==> src/rtl/rv32i_pkg.sv <==
// rv32i_pkg: constants and types shared by the RV32I fetch-stage files.
//   XLEN              datapath width
//   INSTR_NOP         canonical NOP (addi x0, x0, 0) shown when nothing is valid
//   RESET_PC_DEFAULT  default first fetch address after reset
//   IMEM_AW_DEFAULT   default instruction ROM word-address width
//   fetch_state_t     derived fetch occupancy state, for debug visibility
//   fetch_dbg_t       debug bundle exported by the fetch stage
package rv32i_pkg;

    localparam int XLEN = 32;
    localparam logic [XLEN-1:0] INSTR_NOP        = 32'h0000_0013;
    localparam logic [XLEN-1:0] RESET_PC_DEFAULT = 32'h0000_0000;
    localparam int IMEM_AW_DEFAULT = 5;

    // EMPTY: nothing in flight; RUN: one ROM read in flight;
    // FULL: skid entry occupied (a ROM read is also in flight).
    typedef enum logic [1:0] {
        FETCH_EMPTY = 2'd0,
        FETCH_RUN   = 2'd1,
        FETCH_FULL  = 2'd2
    } fetch_state_t;

    typedef struct packed {
        fetch_state_t    state;
        logic [XLEN-1:0] word_idx;  // ROM word currently addressed (zero-extended)
    } fetch_dbg_t;

endpackage

==> src/rtl/fetch_skid_buf.sv <==
// fetch_skid_buf: 1-entry {pc, instr} holding register for the fetch stage.
//   clk, rst      clock and synchronous active-high reset
//   flush         discard the held entry (redirect)
//   load          capture {in_pc, in_instr} and mark the entry valid
//   keep          keep the current entry (stalled while full)
//   in_pc/instr   entry to capture
//   hold_v        entry valid
//   hold_pc/instr held entry
// Priority: rst > flush > load > keep; with none of them the entry is released.
module fetch_skid_buf
    import rv32i_pkg::*;
(
    input  logic            clk,
    input  logic            rst,
    input  logic            flush,
    input  logic            load,
    input  logic            keep,
    input  logic [XLEN-1:0] in_pc,
    input  logic [XLEN-1:0] in_instr,
    output logic            hold_v,
    output logic [XLEN-1:0] hold_pc,
    output logic [XLEN-1:0] hold_instr
);

    always_ff @(posedge clk) begin
        if (rst) begin
            hold_v     <= 1'b0;
            hold_pc    <= '0;
            hold_instr <= INSTR_NOP;
        end else if (flush) begin
            hold_v <= 1'b0;
        end else if (load) begin
            hold_v     <= 1'b1;
            hold_pc    <= in_pc;
            hold_instr <= in_instr;
        end else if (!keep) begin
            hold_v <= 1'b0;
        end
    end

endmodule

==> src/rtl/pc_fetch_rv32i.sv <==
// pc_fetch_rv32i: RV32I fetch stage in front of a 1-cycle synchronous ROM.
//   clk, rst        clock and synchronous active-high reset
//   redirect_valid  taken branch/jump; redirect_pc is the byte target
//   stall           decode cannot accept if_* this cycle
//   imem_pc         ROM address (the fetch_pc register)
//   imem_instr      ROM data for the previous cycle's imem_pc
//   if_valid        if_pc/if_instr carry a real instruction
//   if_pc/if_instr  instruction to decode (NOP when not valid)
//   misalign_err    1-cycle pulse after a redirect with a misaligned target
//   dbg             derived occupancy state and addressed ROM word
// Valid/ready: an instruction moves to decode on a cycle where if_valid=1 and
// stall=0; while stall=1 with if_valid=1, if_pc/if_instr hold steady.
// A redirect in the same cycle discards whatever is presented.
module pc_fetch_rv32i
    import rv32i_pkg::*;
#(
    parameter logic [XLEN-1:0] RESET_PC = RESET_PC_DEFAULT,
    parameter int              IMEM_AW  = IMEM_AW_DEFAULT
) (
    input  logic            clk,
    input  logic            rst,
    input  logic            redirect_valid,
    input  logic [XLEN-1:0] redirect_pc,
    input  logic            stall,
    output logic [XLEN-1:0] imem_pc,
    input  logic [XLEN-1:0] imem_instr,
    output logic            if_valid,
    output logic [XLEN-1:0] if_pc,
    output logic [XLEN-1:0] if_instr,
    output logic            misalign_err,
    output fetch_dbg_t      dbg
);

    logic [XLEN-1:0] fetch_pc;
    logic [XLEN-1:0] req_pc;
    logic            req_v;

    logic            hold_v;
    logic [XLEN-1:0] hold_pc;
    logic [XLEN-1:0] hold_instr;

    logic            skid_load;
    logic            skid_keep;

    // The ROM is always enabled, so a stalled in-flight word must be parked
    // in the skid entry; afterwards fetch_pc is held at req_pc so the ROM
    // keeps re-reading the word behind the parked one.
    assign skid_keep = hold_v & stall;
    assign skid_load = !hold_v & req_v & stall;

    fetch_skid_buf u_skid (
        .clk        (clk),
        .rst        (rst),
        .flush      (redirect_valid),
        .load       (skid_load),
        .keep       (skid_keep),
        .in_pc      (req_pc),
        .in_instr   (imem_instr),
        .hold_v     (hold_v),
        .hold_pc    (hold_pc),
        .hold_instr (hold_instr)
    );

    always_ff @(posedge clk) begin
        if (rst) begin
            fetch_pc     <= RESET_PC;
            req_pc       <= RESET_PC;
            req_v        <= 1'b0;
            misalign_err <= 1'b0;
        end else begin
            misalign_err <= 1'b0;
            if (redirect_valid) begin
                fetch_pc     <= {redirect_pc[XLEN-1:2], 2'b00};
                req_v        <= 1'b0;
                misalign_err <= |redirect_pc[1:0];
            end else if (skid_keep) begin
                // Full and stalled: nothing moves.
            end else if (skid_load) begin
                req_pc <= fetch_pc;
                req_v  <= 1'b1;
            end else begin
                req_pc   <= fetch_pc;
                req_v    <= 1'b1;
                fetch_pc <= fetch_pc + 32'd4;  // wraps modulo 2^32
            end
        end
    end

    assign imem_pc  = fetch_pc;
    assign if_valid = hold_v | req_v;

    always_comb begin
        if_pc    = req_pc;
        if_instr = INSTR_NOP;
        if (hold_v) begin
            if_pc    = hold_pc;
            if_instr = hold_instr;
        end else if (req_v) begin
            if_instr = imem_instr;
        end
    end

    always_comb begin
        dbg.word_idx = XLEN'(fetch_pc[IMEM_AW+1:2]);
        if (hold_v)     dbg.state = FETCH_FULL;
        else if (req_v) dbg.state = FETCH_RUN;
        else            dbg.state = FETCH_EMPTY;
    end

endmodule
==> config.mk <==
export PLATFORM = sky130hd
export DESIGN_NAME = pc_fetch_rv32i
export DESIGN_NICKNAME = d
export VERILOG_FILES = /design/src/rtl/rv32i_pkg.sv /design/src/rtl/fetch_skid_buf.sv /design/src/rtl/pc_fetch_rv32i.sv
export SDC_FILE = /design/constraint.sdc
export NUM_CORES = 1
export LEC_CHECK = 0
export CORE_ASPECT_RATIO = 0.75
export CORE_MARGIN = 1.5
export CORE_UTILIZATION = 53
export CTS_BUF_LIST = sky130_fd_sc_hd__clkbuf_16
export CTS_CLUSTER_SIZE = 14
export DETAILED_ROUTE_END_ITERATION = 10
export PLACE_DENSITY_LB_ADDON = 0.15
export SLEW_MARGIN = 25
export SYNTH_ARGS = -nofsm -noshare
export SYNTH_HDL_FRONTEND = slang
export SYNTH_HIERARCHICAL = 1
export SYNTH_SLANG_ARGS = --single-unit
==> constraint.sdc <==
create_clock -name clk -period 5 [get_ports clk]
set_clock_uncertainty 0.05 [all_clocks]
set_input_delay 1.5 -clock clk [delete_from_list [all_inputs] [get_ports clk]]
set_output_delay 1.5 -clock clk [all_outputs]
set_load 0.01 [all_outputs]
---- Word-level counts from Yosys, hierarchy flattened ----
Cells that the tools add are included.
operators by class
  $add $sub $neg .......................... 1
  eq/ne operators ......................... 3
  muxes and demuxes ....................... 10
  bitwise logic cells ..................... 7
  reductions and logical operators ........ 8
operators by type and width
  cell                                                             count
  32-bit two-way mux                                               6
  32-bit by 3-bit adder with 32-bit output, second input constant  1
  2-bit AND reduction                                              4
  2-bit != test, second input constant                             3
  2-bit OR reduction                                               3
  1-bit bitwise AND                                                3
  1-bit two-way mux                                                3
  1-bit NOT                                                        3
  2-bit two-way mux                                                1
  1-bit zero test                                                  1
  1-bit OR                                                         1
storage, ports and cells
  register bits ........................... 131
  input port bits ......................... 68
  output and inout port bits .............. 132
  word-level logic and storage cells ...... 37

---- Logic depth before layout (Yosys ltp) ----
Gate-level depths: netlist of the first run.
  word-level depth ........................ 6
  gate-level depth with buffers ........... 8
  gate-level depth less buffers ........... 5

---- By module ----
Netlist of the first run, hierarchy kept.
modules (own cells, without submodules)
  module          instances  cells an instance  area an instance (um^2)  sequential area each (um^2)
  pc_fetch_rv32i  1          491                3,928.8                  1,241.2
  fetch_skid_buf  1          293                3,213.1                  1,301.2

---- Worst setup path after synthesis of the first run ----
No wires, ideal clock.
  kind .................................... input to output
  start ................................... in imem_instr[0]
  end ..................................... out if_instr[0]
  arrival ................................. 1.730 ns
  required time ........................... 3.450 ns
  slack ................................... 1.720 ns
  cell stages on the path ................. 2
  buffers on the path ..................... 0
  cells stage by stage .................... nor2_1 -> a21oi_1
on the way
  longest elaborated chain between the ends .. 2
ends and longest elaborated chain
  item                line                  source
  start, declared     pc_fetch_rv32i.sv:26  input logic [XLEN-1:0] imem_instr,
  32-bit two-way mux  pc_fetch_rv32i.sv:98  end else if (req_v) begin
  32-bit two-way mux  pc_fetch_rv32i.sv:95  if (hold_v) begin
  end, declared       pc_fetch_rv32i.sv:29  output logic [XLEN-1:0] if_instr,
No other way between the ends.

---- Final worst setup path of the first run ----
  start ................................... reg req_v
  end ..................................... out if_instr[11]
on the way
  longest elaborated chain between the ends .. 2
ends and longest elaborated chain
  item                    line                  source
  start, declared         pc_fetch_rv32i.sv:36  logic req_v;
  start signal, assigned  pc_fetch_rv32i.sv:68  req_v <= 1'b0;
  start signal, assigned  pc_fetch_rv32i.sv:74  req_v <= 1'b0;
  start signal, assigned  pc_fetch_rv32i.sv:80  req_v <= 1'b1;
  32-bit two-way mux      pc_fetch_rv32i.sv:98
  32-bit two-way mux      pc_fetch_rv32i.sv:95
No other way between the ends.

==> impl_metrics.csv, run 1 <==
group,metric,value,unit
run_status,status,"finished, final reports clean",
sta,clock.fmax,0.235,GHz
logic_synthesis,synth_compound_area_share,19.4,%
floorplan,die_y,104,um
cts,cts_made_buffers,17,
cts,clockRootBuffer,"clkbuf_16",
critical_path,slowest_stage,"clkinv_1",
critical_path,cp_cell_sequence,"nand2b_1 > clkinv_1 > a22o_1 > clkdlybuf4s50_1",
detailed_routing,ant_nets,0,
global_route,grt_use_total,26.5,%
cts,insertion_delay,400,ps
hold_path,min_to,"u_skid/hold_pc[31]",
detailed_routing,wl_per_cell,17.3,um
sta,rsz0062_at_grt,"false",
layout,final_cell_area,9090,sq um
logic_synthesis,asyncSetResetFlopFracSynth,0,%
sta,tns,0,ps
layout,fill_cells,994,
logic_synthesis,netlist_area,7140,sq um
logic_synthesis,synth.area.mux_share,5.31,%
critical_path,r2r_end,"u_skid/hold_instr[0]",
floorplan,die-width,137,um
logic_synthesis,ys_seq_elements,127,
cts,cts_setup_buffers,0,
logic_synthesis,ys_types,54,
logic_synthesis,netlist.top_cell.by_area,"dfxtp_1",
place,place_area,8570,sq um
detailed_routing,dr.pass1.iters,5,
critical_path,r2r_slack,2090,ps
critical_path,r2r_start,"req_v",
logic_synthesis,ys_warn_count,6,
critical_path,worstPathRequired,3450,ps
sta,period_share,85.0,%
detailed_routing,routed_wl,18800,um
logic_synthesis,synth_flop_cell,"dfxtp_1",
critical_path,crit_fanout,31,
layout,syn_to_final_growth,27.3,%
logic_synthesis,syn_area_per_cell,9.11,sq um
cts,clock_path_buffers,2,
logic_synthesis,netlist_top_cells_area,"dfxtp_1 (36%), nand4bb_1 (9.6%), o21ai_2 (7.5%)",
power_and_ir_drop,ir_drop,0.239,mV
hold_path,min_from,"u_skid/hold_pc[31]",
global_route,grt_max_degree,135,
detailed_routing,route.detailed.drc,0,
logic_synthesis,synth-edff-count,0,
layout,nNetsFinal,975,
logic_synthesis,synth_seq_area_share,35.6,%
floorplan,fp.dieArea,14200,sq um
detailed_routing,num_vias,6385,
place,place_congestion,0.880,
logic_synthesis,synthCells,784,
critical_path,crit_path_start_kind,"flop",
hold_path,hp-class,"flop to flop",
critical_path,critPathTopFamily,"buffers and inverters",
hold_path,holdPathStages,2,
cts,htree_levels,4,
critical_path,rr_worst_depth,6,
cts,clk_transition_reported_paths,50,ps
floorplan,coreArea,13100,sq um
cts,cts_hold_buf,0,
sta,finalSetupViolCount,0,
global_route,overflow,0,
sta,min_period,4250,ps
cts,cts_resized,0,
floorplan,rows,36,
sta,worst_pin_slew,967,ps
critical_path,crit_path_end_kind,"output port",
cts,clock-sinks,127,
power_and_ir_drop,p_leak,3.23,nW
cts,cts_tree,"built",
detailed_routing,first_iter_violations,423,
logic_synthesis,synth-xor-area-share,1.23,%
layout,drive_above_1_share,14.9,%
floorplan,pin_count,200,
logic_synthesis,yosysTopAreaCellShare,35.6,%
floorplan,initial_core_util,54.7,%
power_and_ir_drop,power_density,279,nW/um^2
critical_path,critPathKind,"flop to output port",
logic_synthesis,synthSimpleGateAreaFrac,28.6,%
global_route,grt_pass1_vias,6217,
sta,hold_viol,0,
sta,maxSlewViolCount,0,
critical_path,max_stage_delay,800,ps
place,place_hpwl,12200,um
sta,relSlewSlack,35.1,%
logic_synthesis,netlist_top_cells_count,"dfxtp_1 (127), nand2_1 (82), nand2b_1 (62), nand4bb_1 (61), o21ai_2 (61)",
flow_run,maxCapViolCount,0,
detailed_routing,vias_per_cell,5.86,
place,io_buffers,170,
logic_synthesis,synth_most_common_cell,"dfxtp_1",
global_route,grt_pass1_wl,30700,um
critical_path,arrival,2700,ps
logic_synthesis,synth_top_family_by_area,"simple AND/OR/NAND/NOR gates",
logic_synthesis,synth_adder_area_share,0.175,%
layout,diodes,0,
global_route,grt_antenna_before_repair,0,
critical_path,path_buf_inv,2,
[cells in the final DEF (no fill, tap or decap), types with 11 or more instances in the layout]
master           count
clkbuf_16           17
a211oi_1            11
o21ai_2             61
o31ai_1             11
nand4bb_1           61
nand2_1             82
conb_1              31
clkdlybuf4s50_1    168
a311oi_1            15
dfxtp_1            126
a22o_1              29
nand2b_1            62
a21oi_1             38
or4_1               13
nor2_1              36
mux2_2              31
nand4_1             13
[worst register-to-register path, stage by stage (launching register included)]
cell and delay (ps):
dfxtp_1 420, nand2b_1 170, clkinv_1 570, and2_2 270, nor2b_4 510, buf_4 580, mux2i_1 280
[final cells by class]
type / count / area, sq um / share of cell area (%)
well taps: 171 / 214 / 2.35
inverters: 8 / 30.0 / 0.330
repair buffers: 178 / 1760 / 19.3
flip-flops and latches: 127 / 2540 / 28.0
clock buffers: 17 / 425 / 4.68
clock inverters: 14 / 87.6 / 0.963
multi-input cells: 574 / 4030 / 44.4
[power by group]
| part | internal, mW | switching, mW |
|---|---|---|
| sequential | 1.05 | 0.0469 |
| combinational | 0.188 | 0.166 |
| clock | 0.660 | 0.425 |
[how the worst max path moves through the flow]
stage | startpoint | to | cells past startpoint
floorplan | imem_instr[0] | if_instr[0] | 2
global placement | imem_instr[14] | if_instr[14] | 3
detailed placement | imem_instr[14] | if_instr[14] | 3
CTS | imem_instr[14] | if_instr[14] | 3
global route | req_v | if_instr[3] | 4
finish | req_v | if_instr[11] | 4
[state kept, by name (all words and copies together), names as in the netlist]
signal and cells:
req_v 1, u_skid/hold_pc 32, u_skid/hold_instr 32, req_pc 30, imem_pc 30, u_skid/hold_v 1, misalign_err 1
[logic make-up after synthesis]
family,count (synthesis)
simple gates,317
compound gates,181
flops,127
buf+inv,113
mux,34
xor+xnor,10
fa+ha+maj,1
other cells,1
[routing by layer]
metal / GRT usage (%) / vias to the layer above / routed length [um]
met5: 0 / - / 0
met2: 43.9 / 224 / 9040
met1: 35.2 / 3091 / 8470
li1: - / 3044 / -
met3: 4.65 / 26 / 1020
met4: 7.89 / 0 / 276
[metrics by stage]
step           hold slack, ps  util, %  worst slack, ps  total power [mW]  cells
3_5_place_dp              407     65.6              751              1.47   1058
6_report                  414     69.6              752              2.53   1089
2_1_floorplan             389        -             1720              1.31    814
5_1_grt                   435     69.6              586              2.63   1089
3_3_place_gp              400     65.6              756              1.46   1058
4_1_cts                   416     69.5              749              2.55   1089
Power figures use the tool's default switching activity.
==> run 2: changes to the inputs <==
--- a/config.mk
+++ b/config.mk
@@ -7,7 +7,7 @@
 export LEC_CHECK = 0
 export CORE_ASPECT_RATIO = 0.75
 export CORE_MARGIN = 1.5
-export CORE_UTILIZATION = 53
+export CORE_UTILIZATION = 44
 export CTS_BUF_LIST = sky130_fd_sc_hd__clkbuf_16
 export CTS_CLUSTER_SIZE = 14
 export DETAILED_ROUTE_END_ITERATION = 10
==> constraint.sdc (replaced) <==
create_clock -name clk -period 3.4 [get_ports clk]
set_clock_uncertainty 0.05 [all_clocks]
set_input_delay 1.02 -clock clk [delete_from_list [all_inputs] [get_ports clk]]
set_output_delay 1.02 -clock clk [all_outputs]
set_load 0.01 [all_outputs]
==> run 2 against run 1 <==
Compared with the run above: critical path depth did not move; sequential share of layout area fell by 0.52 points; worst hold slack improved by 3.0 ps; cell area rose by 1.9%; critical path type is now input pin to output port; critical endpoint is now if_instr[4]; highest routed layer unchanged.
==> impl_metrics.csv, run 2 (same netlist as run 1, synthesis figures left out) <==
group,metric,value,unit
run_status,status,"finished, final reports clean",
critical_path,r2r_end,"imem_pc[24]",
layout,final_cell_mix,"clkdlybuf4s50_1 (168), dfxtp_1 (126), nand2_1 (82)",
place,place_area,8710,sq um
global_route,overflow,0,
critical_path,cp_num_cells,4,
critical_path,worstPathRequired,2330,ps
flow_run,maxCapViolCount,0,
power_and_ir_drop,p_leak,3.31,nW
detailed_routing,first_iter_violations,460,
global_route,grt_use_total,23.0,%
cts,clock_path_buffers,2,
detailed_routing,route.detailed.drc,0,
critical_path,crit_start,"imem_instr[4]",
layout,drive_above_1_share,16.0,%
sta,relSlewSlack,52.6,%
place,place_congestion,0.830,
critical_path,arrival,2270,ps
place,io_buffers,170,
critical_path,critPathKind,"input pin to output port",
layout,diodes,0,
sta,worst_pin_slew,711,ps
cts,cts_made_buffers,17,
hold_path,hp-class,"flop to flop",
hold_path,min_from,"req_pc[27]",
critical_path,slowest_stage,"clkdlybuf4s50_1",
cts,htree_levels,4,
sta,finalSetupViolCount,0,
detailed_routing,ant_nets,0,
critical_path,rr_worst_depth,6,
hold_path,holdPathStages,2,
power_and_ir_drop,total_power,3.88,mW
floorplan,fp.dieArea,17000,sq um
critical_path,crit_path_start_kind,"input pin",
sta,rsz0062_at_grt,"false",
power_and_ir_drop,power_density,419,nW/um^2
sta,period_share,98.1,%
layout,final_cell_area,9270,sq um
cts,cts_hold_buf,0,
floorplan,die_y,113,um
place,place_hpwl,13200,um
sta,maxSlewViolCount,0,
detailed_routing,vias_per_cell,5.56,
layout,nNetsFinal,985,
floorplan,coreArea,16000,sq um
detailed_routing,routed_wl,19500,um
critical_path,cp_cell_sequence,"clkdlybuf4s50_1 > nor2_1 > a21oi_1 > clkdlybuf4s50_1",
cts,insertion_delay,400,ps
critical_path,r2r_start,"imem_pc[2]",
cts,clockRootBuffer,"clkbuf_16",
sta,tns,0,ps
critical_path,max_stage_delay,560,ps
critical_path,cp-endpoint,"if_instr[4]",
layout,layout_commonest_cell,"clkdlybuf4s50_1",
layout,largestRegisters,"u_skid/hold_instr x32, u_skid/hold_pc x32",
detailed_routing,wl_per_cell,17.1,um
sta,clock.fmax,0.300,GHz
layout,syn_to_final_growth,29.7,%
floorplan,die-width,150,um
critical_path,critPathTopFamily,"buffers and inverters",
floorplan,pin_count,200,
floorplan,rows,40,
floorplan,initial_core_util,44.7,%
global_route,grt_antenna_before_repair,0,
global_route,grt_pass1_vias,6243,
layout,post-route-util,58.0,%
global_route,grt_max_degree,80,
cts,cts_resized,0,
cts,clk_transition_reported_paths,50,ps
cts,clock-sinks,127,
critical_path,crit_fanout,2,
sta,hold_viol,0,
power_and_ir_drop,ir_drop,0.404,mV
detailed_routing,num_vias,6326,
detailed_routing,dr.pass1.iters,4,
cts,cts_setup_buffers,0,
cts,cts_tree,"built",
critical_path,path_buf_inv,2,
critical_path,crit_path_end_kind,"output port",
global_route,grt_pass1_wl,31400,um
critical_path,r2r_slack,1180,ps
sta,min_period,3340,ps
critical_path,crit_path_frequent_cell,"clkdlybuf4s50_1",
==> run 2: final cells by class <==
cell class              count  area (sq um)
clock inverters            13           133
inverters                   8          30.0
well taps                 210           263
fillers                  1459          6700
multi-input cells         574          4030
repair buffers            188          1840
flip-flops and latches    127          2540
clock buffers              17           425
==> run 2: worst register-to-register path, stage by stage, from the launching register on <==
cell      delay [ps]
dfxtp_1          490
ha_1             250
and3_1           280
nand4_1          120
buf_4            220
or4_1            470
a311oi_1         250
==> run 2: worst min-delay path by stage <==
| stage | slack [ps] | to |
|---|---|---|
| final | 420 | req_pc[27] |
| after global routing | 430 | u_skid/hold_pc[3] |
| after CTS | 420 | req_pc[27] |
| after detailed placement | 410 | req_pc[27] |
| after global placement | 400 | u_skid/hold_pc[31] |
| after floorplan | 390 | u_skid/hold_pc[31] |
==> run 2: metal layers <==
layer	track usage, %	part of all wire, %	up-vias	wire length [um]
li1	-	-	3062	-
met1	30.8	45	3072	8830
met2	38.0	48	179	9410
met3	4.23	5.5	13	1070
met4	6.27	0.93	0	182
met5	0	0	-	0
==> run 2: power breakdown <==
group / internal, mW / switching, mW / total [mW]
clock: 1.12 / 0.620 / 1.74
sequential: 1.54 / 0.0690 / 1.61
combinational: 0.282 / 0.246 / 0.527
==> run 2: through the flow <==
| stage | setup slack, ps | hold slack, ps | cells |
|---|---|---|---|
| floorplan | 843 | 389 | 814 |
| global placement | 118 | 400 | 1107 |
| detailed placement | 74.6 | 411 | 1107 |
| CTS | 73.3 | 419 | 1137 |
| global route | 17.9 | 435 | 1137 |
| finish | 64.2 | 417 | 1137 |
==> run 3: changes to the inputs <==
--- a/config.mk
+++ b/config.mk
@@ -12,6 +12,7 @@
 export CTS_CLUSTER_SIZE = 14
 export DETAILED_ROUTE_END_ITERATION = 10
 export PLACE_DENSITY_LB_ADDON = 0.15
+export SKIP_LAST_GASP = 1
 export SLEW_MARGIN = 25
 export SYNTH_ARGS = -nofsm -noshare
 export SYNTH_HDL_FRONTEND = slang
==> results of run 3 <==
No change in the layout: final DEF, timing and power equal those of run 2.
==> edit: new RTL, flow settings as in run 3 <==
Set the package constant `XLEN` to 64 (it was 32).
--- a/src/rtl/rv32i_pkg.sv
+++ b/src/rtl/rv32i_pkg.sv
@@ -7,7 +7,7 @@
 //   fetch_dbg_t       debug bundle exported by the fetch stage
 package rv32i_pkg;
 
-    localparam int XLEN = 32;
+    localparam int XLEN = 64;
     localparam logic [XLEN-1:0] INSTR_NOP        = 32'h0000_0013;
     localparam logic [XLEN-1:0] RESET_PC_DEFAULT = 32'h0000_0000;
     localparam int IMEM_AW_DEFAULT = 5;
Ports: changed (6 resized); port bits go from 200 to 392. No check against the original RTL was run, so the function may have changed too.
==> edit against run 3 <==
Area after synthesis grew 100%. Setup slack lost 0.0087 ns. Wire length grew 130%. Power grew 87%. Design area grew 99%. Sequential share of layout area grew 0.23 points. Register-to-register slack lost 0.60 ns. Critical path depth shrank 1. Sequential cell count grew 128. Largest cell class unchanged.
==> edit: results (changes against run 3) <==
Worst setup path
  – Crit path from: u_skid/hold_v
  – R2R Setup Slk: 0.58 ns (-0.60 ns)
  – Worst R2R End: imem_pc[58]

Detailed routing
  – Vias: 12,900 (+100%)
  – Initial DRT Pass Iterations: 5 (+1)
  – DR iter-0 viols: 1,052 (+130%)

Global routing
  – Met1 Use GR: 35.78% (+5.0 points)
  – GR Layer Usage met2: 39.23% (+1.3 points)
  – GR Layer Usage met3: 6.250% (+2.0 points)
  – Global-route usage over all layers: 25.72% (+2.7 points)
  – Global-route wire length before repair: 69,490 um (+120%)
  – Vias in the first global route: 12,150 (+95%)

Finish
  – Seq cells: 255 (+100%)
  – Nets@finish: 1,974 (+100%)
  – Count of multi-input gates: 1,168 (+100%)
  – Largest regs: u_skid/hold_instr: 64 flops, u_skid/hold_pc: 64 flops
  – Antenna diodes: 1 (+1)
  – Non-clock buffers: 372 (+98%)
  – Seq area share: 27.68% (+0.23 points)
  – Multi-input combinational area share: 43.92% (+0.44 points)
  – Ratio of cells with drive above 1 in the final layout: 14.02% (-1.9 points)
  – Fin cells: 2,298 (+100%)
  – Clock-cell share: 4.671% (-1.4 points)
  – Non-CTS inverters: 17 (+9)

Power
  – Seq group: 0.00323 W (+100%)
  – Sequential share of power: 44.4% (+2.9 points)
  – Worst vdd ir: 298.2 uV (-26%)
  – Combinational power share: 15.0% (+1.4 points)
  – Switching Fraction: 26.66% (+2.6 points)
  – Power Dens Cells: 393.8 nW/um2 (-5.9%)
  – Main power group: sequential cells

CTS
  – CTS buffer count: 27 (+10)
  – H-tree depth: 1 (-3)
  – Clk buf depth: 3 (+1)

Timing
  – Relative slew slack: 51.36% (-1.3 points)
  – Fin crit share: 98.37% (+0.26 points)
  – Hold_ws: 0.4122 ns (-0.004408 ns)

Synth
  – Unique masters post-synth: 69 (+28%)
  – Synth area leaders: dfxtp_1 (36%), nand4bb_1 (9.9%), nand2b_1 (5.6%)
  – Mapped Area: 14,260 um2 (+100%)
  – Cells after Synth: 1,590 (+100%)
  – Register area share after synthesis: 35.80% (+0.20 points)

Min path
  – HP Start: u_skid/hold_pc[58]
  – Worst Hold End: u_skid/hold_pc[58]

Place
  – Routability cong.: 0.9253 (+11%)
  – DP Worst Slack: 0.06034 ns (-0.01430 ns)
  – IO buf count: 330 (+94%)
  – Dpl hpwl: 30,030 um (+130%)
  – Placed cells: 2,246 (+100%)

Outcome
  – Status: finished clean
==> edit: cell families (layout without fill, tap and decap cells) <==
family | count (synthesis) | in the layout | synth area share [%]
xor gates and xnor gates | 28 | 28 | 1.720
other | 1 | 64 | 0.02630
adders and majority gates | 1 | 1 | 0.08774
AOI/OAI and AO/OA | 339 | 339 | 17.20
DFF | 255 | 255 | 35.80
muxes | 75 | 75 | 5.818
and+or+nand+nor | 662 | 662 | 30.25
buffers and inverters | 229 | 439 | 9.100
==> edit: metal layers <==
layer / up-vias / share of wire [%]
met5: - / 0
met4: 0 / 2.7
met3: 73 / 7.8
met2: 459 / 44
met1: 6233 / 45
li1: 6135 / -
==> edit: critical path: cells and delay by family, from the launching register on <==
family | cells | cell delay [ns]
buffers and inverters | 2 | 0.90
multiplexers | 1 | 0.42
flip-flops | 1 | 0.38
==> edit: what timing repair did <==
action	in CTS	in global routing
cloned	1	0
setup endpoints to repair	33	51
gates resized for setup	1	3
